--- config.mk ---
export PLATFORM = sky130hd
export DESIGN_NAME = i2s_sample_tx
export DESIGN_NICKNAME = d
export VERILOG_FILES = /design/src/rtl/i2s_sample_tx.sv
export SDC_FILE = /design/constraint.sdc
export NUM_CORES = 1
export LEC_CHECK = 0
export BUFFER_PORTS_ARGS = -buffer_cell sky130_fd_sc_hd__buf_2
export CAP_MARGIN = 40
export CORE_MARGIN = 4
export CORE_UTILIZATION = 50
export DETAILED_ROUTE_END_ITERATION = 6
export GPL_TIMING_DRIVEN = 0
export PLACE_DENSITY = 0.69
export SLEW_MARGIN = 20
export SYNTH_ARGS = -nofsm -noshare
export SYNTH_HDL_FRONTEND = slang
export SYNTH_SLANG_ARGS = --single-unit
--- constraint.sdc ---
create_clock -name i_clk -period 2.1 [get_ports i_clk]
set_input_delay 0.21 -clock i_clk [delete_from_list [all_inputs] [get_ports i_clk]]
set_output_delay 0.21 -clock i_clk [all_outputs]
set_load 0.01 [all_outputs]
--- src/rtl/i2s_sample_tx.sv ---
// rtl/i2s_sample_tx.sv - I2S serialiser for signed stereo samples
// One-sample holding register feeding a frame-wide shift stage; flags underrun at frame start.
module i2s_sample_tx #(
    parameter int WIDTH      = 24,
    parameter int BCLK_DIV   = 4,
    parameter int FRAME_BITS = 32
) (
    input  logic             i_clk,
    input  logic             i_rst,
    input  logic             i_en,
    input  logic [WIDTH-1:0] i_left,
    input  logic [WIDTH-1:0] i_right,
    input  logic             i_valid,
    output logic             o_ready,
    output logic             o_bclk,
    output logic             o_lrclk,
    output logic             o_sdata,
    output logic             o_underrun
);

    localparam int DIV_W = (BCLK_DIV > 1) ? $clog2(BCLK_DIV) : 1;
    localparam int K_W   = $clog2(2 * FRAME_BITS);
    localparam logic [DIV_W-1:0] DIV_MAX  = DIV_W'(BCLK_DIV - 1);
    localparam logic [K_W-1:0]   K_LAST   = K_W'(2 * FRAME_BITS - 1);
    localparam logic [K_W-1:0]   K_HALF   = K_W'(FRAME_BITS);
    localparam logic [K_W-1:0]   J_LAST   = K_W'(WIDTH);

    typedef enum logic [1:0] {
        IDLE  = 2'd0,
        RUN   = 2'd1,
        DRAIN = 2'd2
    } state_t;

    state_t           state;
    state_t           state_nxt;
    logic [DIV_W-1:0] div;
    logic             half;
    logic [K_W-1:0]   k;
    logic [K_W-1:0]   j;
    logic [WIDTH-1:0] hold_l;
    logic [WIDTH-1:0] hold_r;
    logic [WIDTH-1:0] sh_l;
    logic [WIDTH-1:0] sh_r;
    logic             full;
    logic             underrun;
    logic             active;
    logic             lr;
    logic             slot_end;
    logic             wrap;
    logic             data_slot;
    logic             load;

    assign active    = (state != IDLE);
    assign lr        = (k >= K_HALF);
    assign j         = lr ? (k - K_HALF) : k;
    assign slot_end  = half && (div == DIV_MAX);
    assign wrap      = slot_end && (k == K_LAST);
    // Slot 0 of each half is the one-BCLK I2S delay; slots past WIDTH are zero padding.
    assign data_slot = (j >= K_W'(1)) && (j <= J_LAST);

    always_ff @(posedge i_clk) begin
        if (i_rst) begin
            state <= IDLE;
        end else begin
            state <= state_nxt;
        end
    end

    always_comb begin
        state_nxt = state;
        load      = 1'b0;
        case (state)
            IDLE: begin
                if (i_en && full) begin
                    state_nxt = RUN;
                    load      = 1'b1;
                end
            end
            RUN: begin
                if (wrap) begin
                    if (i_en) begin
                        load = 1'b1;
                    end else begin
                        state_nxt = IDLE;
                    end
                end else if (!i_en) begin
                    state_nxt = DRAIN;
                end
            end
            DRAIN: begin
                if (i_en) begin
                    state_nxt = RUN;
                    load      = wrap;
                end else if (wrap) begin
                    state_nxt = IDLE;
                end
            end
            default: state_nxt = IDLE;
        endcase
    end

    always_ff @(posedge i_clk) begin
        if (i_rst) begin
            div      <= '0;
            half     <= 1'b0;
            k        <= '0;
            full     <= 1'b0;
            hold_l   <= '0;
            hold_r   <= '0;
            sh_l     <= '0;
            sh_r     <= '0;
            underrun <= 1'b0;
        end else begin
            underrun <= load && !full;

            // An underrun load can coincide with an accept; the accept wins so the new sample is kept.
            if (i_valid && !full) begin
                hold_l <= i_left;
                hold_r <= i_right;
                full   <= 1'b1;
            end else if (load) begin
                full <= 1'b0;
            end

            if (load) begin
                sh_l <= full ? hold_l : '0;
                sh_r <= full ? hold_r : '0;
            end else if (active && slot_end && data_slot) begin
                if (lr) begin
                    sh_r <= sh_r << 1;
                end else begin
                    sh_l <= sh_l << 1;
                end
            end

            if (!active) begin
                div  <= '0;
                half <= 1'b0;
                k    <= '0;
            end else if (div == DIV_MAX) begin
                div  <= '0;
                half <= ~half;
                if (half) begin
                    k <= wrap ? '0 : (k + K_W'(1));
                end
            end else begin
                div <= div + DIV_W'(1);
            end
        end
    end

    assign o_ready    = ~full;
    assign o_underrun = underrun;
    assign o_bclk     = active && half;
    assign o_lrclk    = active && lr;
    assign o_sdata    = active && data_slot && (lr ? sh_r[WIDTH-1] : sh_l[WIDTH-1]);

endmodule

==> results of run 1 <==
-- where the power goes --
group          leakage [nW]  internal [mW]  switching, mW  total, mW
clock network         0.105          0.697          0.702       1.40
logic                  1.38          0.264          0.357      0.621
registers             0.889           2.18         0.0574       2.23
-- flip-flops by register name, indices dropped and copies added (netlist names) --
register    flops
div             2
full            1
half            1
hold_l         24
hold_r         24
k               6
o_underrun      1
sh_l           24
sh_r           24
state           2
-- per-layer routing --
metal  vias to the layer above  track usage
li1                       2118            -
met1                      2010        0.287
met2                       100        0.343
met3                        14       0.0389
met4                         0       0.0657
met5                         -            0
-- layout by cell type, fill, tap and decap left out, types with 4 or more instances in the layout --
master,count
buf_4,15
nor2_1,28
ha_1,4
clkbuf_8,10
nand2_1,107
dfxtp_1,105
a221o_1,44
nand2b_1,25
a21oi_1,58
buf_1,5
clkbuf_2,5
o211a_1,19
buf_8,4
nor2b_1,20
clkbuf_1,15
nor3_1,28
o21ai_0,7
nand3_1,5
buf_2,66
inv_1,5
-- through the flow --
stage               power (mW)  setup slack, ns   util  area, um2  hold slack (ns)
finish                    4.25         -0.00534  0.616       5750           0.0471
global route              4.43          -0.0973  0.616       5750           0.0445
CTS                       4.24          -0.0336  0.600       5590           0.0367
detailed placement        2.82          -0.0772  0.564       5260            0.423
global placement          2.80          -0.0461  0.564       5260            0.413
floorplan                 2.64            0.159      -       4820            0.346
-- layout make-up --
cell class              count  share of cell area
multi-input cells         391               0.425
repair buffers             71              0.0766
inverters                   6             0.00392
plain buffers              45              0.0485
clock buffers              11              0.0246
flip-flops and latches    109               0.381
well taps                 129              0.0281
clock inverters             4              0.0126
-- worst register-to-register path, stage by stage, from the launching register on --
cell,delay [ns]
dfxtp_2,0.36
inv_1,0.08
ha_4,0.24
and3b_1,0.22
and4_4,0.23
o21ba_4,0.27
clkbuf_16,0.18
a221o_1,0.34
-- path summary, 6_finish.rpt --
kind | startpoint | endpoint | cells past startpoint
worst min-delay path | i_left[16] | hold_l[16] | 3
worst min register to register | div[0] | div[0] | 1
worst max-delay path | k[0] | o_sdata | 8
worst max register to register | state[0] | sh_r[20] | 7
-- logic make-up after synthesis --
| family | after synthesis | share of synthesized area |
|---|---|---|
| xor gates and xnor gates | 4 | 0.00727 |
| adders and majority gates | 9 | 0.0234 |
| muxes | 1 | 0.00208 |
| and+or+nand+nor | 236 | 0.233 |
| DFF | 109 | 0.453 |
| buffers and inverters | 54 | 0.0577 |
| AOI/OAI and AO/OA | 141 | 0.224 |
-- synth_stat cells (all sizes together) --
master and count:
or3 1, nor3 28, nand2b 26, a31oi 1, xnor2 2, and4 2
and4b 1, xor2 2, o211ai 4, clkbuf 20, a211oi 2, nor4b 1
and2 3, a22o 1, nor2 29, buf 28, dfxtp 109, nand2 107
nor2b 22, or2 1, a311oi 2, a2111oi 1, o21ai 7, ha 9
and3b 1, nand3 5, a221o 44, a31o 1, and3 1, or4 2
mux2i 1, nor3b 3, a21oi 58, o21ba 1, nor4 3, inv 6
o211a 19
-- repair_timing --
action	CTS	global route
pin swaps	4	7
setup buffers	6	8
gates cloned	0	2
hold buffers	0	0
setup endpoints to repair	31	49
endpoints found under the hold margin	0	0
resized for setup	18	30
==> results.toml, run 1 <==
[final_layout]
multiInputGateArea_um2 = 2440
fin_cells = 766
synthToLayoutAreaGrowth_pct = 19.4
fillers = 832
drive_gt1_frac = 0.214
antenna_cells = 0
regArea_um2 = 2190
nNetsFinal = 694

[floorplanning]
dieArea_um2 = 11300
core_um2 = 9330
fp.dieW_um = 106
initial_core_util = 0.516
floorplan.rows = 35
die_h_um = 106
io-pin-count = 57

[sta]
fin_crit_sh = 1.00
grt_setup_unrepaired = "true"
setup_viol = 1
setup_tns_ns = -0.00534
fin_crit_ns = 2.11
setup_ws_ns = -0.00534
tightest_slew_ns = 0.528
hold_viol_final = 0
finalMaxSlewViolations = 0
max_clock_freq_mhz = 475
slew_headroom = 0.648
skew_ns = 0.0147

[placed_design]
dp_hpwl_um = 8150
io_buffers = 56
placedCellCount = 739
gp_congestion = 0.843

[min_path]
min-delay-path-class = "input port to register"

[synth]
ys_types = 42
synth_cells = 554
seq_area_frac_synth = 0.453
yosys.area.top_type = "dfxtp_1"
synth_top_area_frac = 0.453
syn_nets = 615
syn_area_per_cell_um2 = 8.70
synthesis.area_um2 = 4820
ys_warn_count = 0
synthTopCellsByArea = "dfxtp_1 45%, a221o_1 9.1%, nand2_1 8.3%"
ys_seq_elements = 109

[detailed_routing]
wl_um = 11800
route.detailed.wl_per_inst_um = 15.4
antenna_left = 0
dr_wl_met2_um = 5560
drtIter0Drc = 260
vias = 4242
wl_met1_um = 5560
wl_met3_um = 551
route.detailed.drc = 0
top_layer_used = "met4"
firstDrtPassIters = 6
via_per_inst = 5.54

[grt]
first_global_vias = 4118
antenna_found_initial = 0
grt_overflow_total = 0
groute.usage.overall = 0.212
grt_max_degree = 17
grt_pass1_wl_um = 19600

[setup_path]
cp-end-kind = "output pin"
cpPeakStageDelay_ns = 0.37
arrival_ns = 1.90
start_kind = "register"
crit_family = "buffers and inverters"
cp.required_ns = 1.89
slowest_stage = "dfxtp_4"
rrSetupSlack_ns = 0.08
critPathKind = "register to output pin"
critical_path.cell_chain = "inv_1 > ha_2 > and2_1 > buf_6 > buf_8 > buf_12 > nor4_4 > buf_2"
path_buf_inv = 5
cp_max_fo = 8

[clocking]
clkSinkCount = 109
clk-insertion-delay-late_ns = 0.38
path_clk_slew_ns = 0.11
cts_tree = "yes"
numCtsBuffers = 9
htreeDepth = 3
clockBufferDepth = 2
cts-root-buf = "clkbuf_8"

[pwr]
p_per_area_nw_per_um2 = 740
p_leak_nw = 2.37
peakVddDrop_uv = 479

[job]
cap_violations = 0

[run_status]
status = "complete, but fails checks"
violations = "setup timing"
No activity file was read; power rests on OpenSTA's default activity.
==> run 2: changes to the inputs <==
- CORE_MARGIN: 4 -> default
==> run 2 against run 1 <==
The run now ends clean; global-route usage up 1.6 points; sequential share of layout area increased by 1.4 points; largest cell class unchanged; register-to-register slack worse by 0.03 ns; sequential power hardly changed; routed wire length down 5.8%; maximum frequency increased by 1.4%; first-iteration DRC count grew 6.5%; clock power is 11% lower; cell area is 3.7% lower; via count fell by 0.66%; die area down 11%; highest routed layer unchanged.
==> results.toml, run 2 (synthesis gave the netlist of run 1 again) <==
[detailed_routing]
vias = 4214
drtIter0Drc = 277
via_per_inst = 5.57
antenna_left = 0
route.detailed.drc = 0
wl_um = 11100
firstDrtPassIters = 4
route.detailed.wl_per_inst_um = 14.7

[setup_path]
slowest_stage = "dfxtp_2"
cp-end-kind = "output pin"
arrival_ns = 1.87
cp_max_fo = 10
endpoint = "o_sdata"
critPathLaunch = "k[1]"
cpPeakStageDelay_ns = 0.34
rr_startpoint = "k[1]"
critical_path.cell_chain = "inv_2 > ha_2 > nor4_2 > and2_4 > buf_6 > buf_8 > nor4_4 > buf_2"
critPathKind = "register to output pin"
start_kind = "register"
cp.required_ns = 1.89
rr_worst_depth = 9
r2r_end = "sh_r[20]"
rrSetupSlack_ns = 0.05

[clocking]
hold_buffers = 0
cts_tree = "yes"
htreeDepth = 3
clkSinkCount = 109
clockBufferDepth = 2
cts-root-buf = "clkbuf_8"
path_clk_slew_ns = 0.10
numCtsBuffers = 9
clk-insertion-delay-late_ns = 0.36

[floorplanning]
initial_core_util = 0.519
io-pin-count = 57
floorplan.rows = 35
core_um2 = 9280
fp.dieW_um = 100
dieArea_um2 = 10000
die_h_um = 100

[final_layout]
synthToLayoutAreaGrowth_pct = 15.0
regArea_um2 = 2190
fillers = 913
nNetsFinal = 684
multiInputGateArea_um2 = 2410
antenna_cells = 0
final_common_cell = "nand2_1"
final_cell_area_um2 = 5540
fin_util = 0.597
drive_gt1_frac = 0.196
layout_common_cells = "107 x nand2_1, 105 x dfxtp_1, 68 x buf_2, 58 x a21oi_1, 44 x a221o_1"

[grt]
grt_pass1_wl_um = 18400
groute.usage.overall = 0.228
antenna_found_initial = 0
grt_max_degree = 18
first_global_vias = 3864
grt_overflow_total = 0

[sta]
tightest_slew_ns = 0.574
skew_ns = 0.0105
fin_crit_ns = 2.08
finalMaxSlewViolations = 0
max_clock_freq_mhz = 482
grt_setup_unrepaired = "true"
fin_crit_sh = 0.989
setup_tns_ns = 0
setup_viol = 0
slew_headroom = 0.617
whs_ns = 0.0728
hold_viol_final = 0

[job]
cap_violations = 0

[pwr]
p_leak_nw = 2.29
p_per_area_nw_per_um2 = 732
peakVddDrop_uv = 416

[min_path]
min-delay-path-class = "input port to register"

[placed_design]
gp_congestion = 0.817
io_buffers = 56
dpl_cell_area_um2 = 5260
dp_hpwl_um = 7940

[run_status]
status = "finished clean"
run 2: report_power, final:
group          internal, mW  switching [mW]
sequential             2.18          0.0583
clock                 0.551           0.691
combinational         0.237           0.341
total                  2.96            1.09
run 2: final cells by class:
type,count,share of cell area
clock buffer,10,0.0230
clock inverter,5,0.0108
timing repair buffer,59,0.0547
sequential,109,0.395
buffer,47,0.0481
inverter,6,0.00407
multi-input combinational,391,0.435
tap,129,0.0291
run 2: timing repair:
| item | CTS | global route |
|---|---|---|
| buffers inserted | 2 | 1 |
| endpoints found under the setup margin | 27 | 46 |
| pin swaps | 1 | 2 |
| resized for setup | 14 | 17 |
run 2: metal layers:
metal | global-route usage | routed length (um) | up-vias
met5 | 0 | 0 | -
met4 | 0.0658 | 144 | 0
met3 | 0.0334 | 473 | 13
met2 | 0.357 | 5070 | 110
met1 | 0.326 | 5410 | 2003
li1 | - | - | 2088
run 2: through the flow:
| step | power (mW) | std cells | worst slack (ns) |
|---|---|---|---|
| after detailed placement | 2.82 | 739 | -0.0390 |
| after global placement | 2.80 | 739 | -0.0213 |
| final | 4.05 | 756 | 0.0232 |
| after CTS | 4.06 | 756 | 0.00628 |
| after global routing | 4.26 | 756 | -0.0690 |
| after floorplan | 2.64 | 554 | 0.159 |
run 2: worst min path at each step:
| stage | startpoint | end | slack [ns] | cells past startpoint |
|---|---|---|---|---|
| after floorplan | i_left[0] | hold_l[0] | 0.35 | 2 |
| after global placement | div[0] | div[0] | 0.41 | 1 |
| after detailed placement | div[0] | div[0] | 0.42 | 1 |
| after CTS | i_left[6] | hold_l[6] | 0.06 | 3 |
| after global routing | i_right[17] | hold_r[17] | 0.06 | 3 |
| final | i_right[17] | hold_r[17] | 0.07 | 3 |
run 2: critical path: cells and delay by family (launching register included):
family	cells	cell delay [ns]
adder cells (fa/ha/maj)	1	0.17
buffers and inverters	4	0.51
flip-flops	1	0.34
AND/OR/NAND/NOR	3	0.50
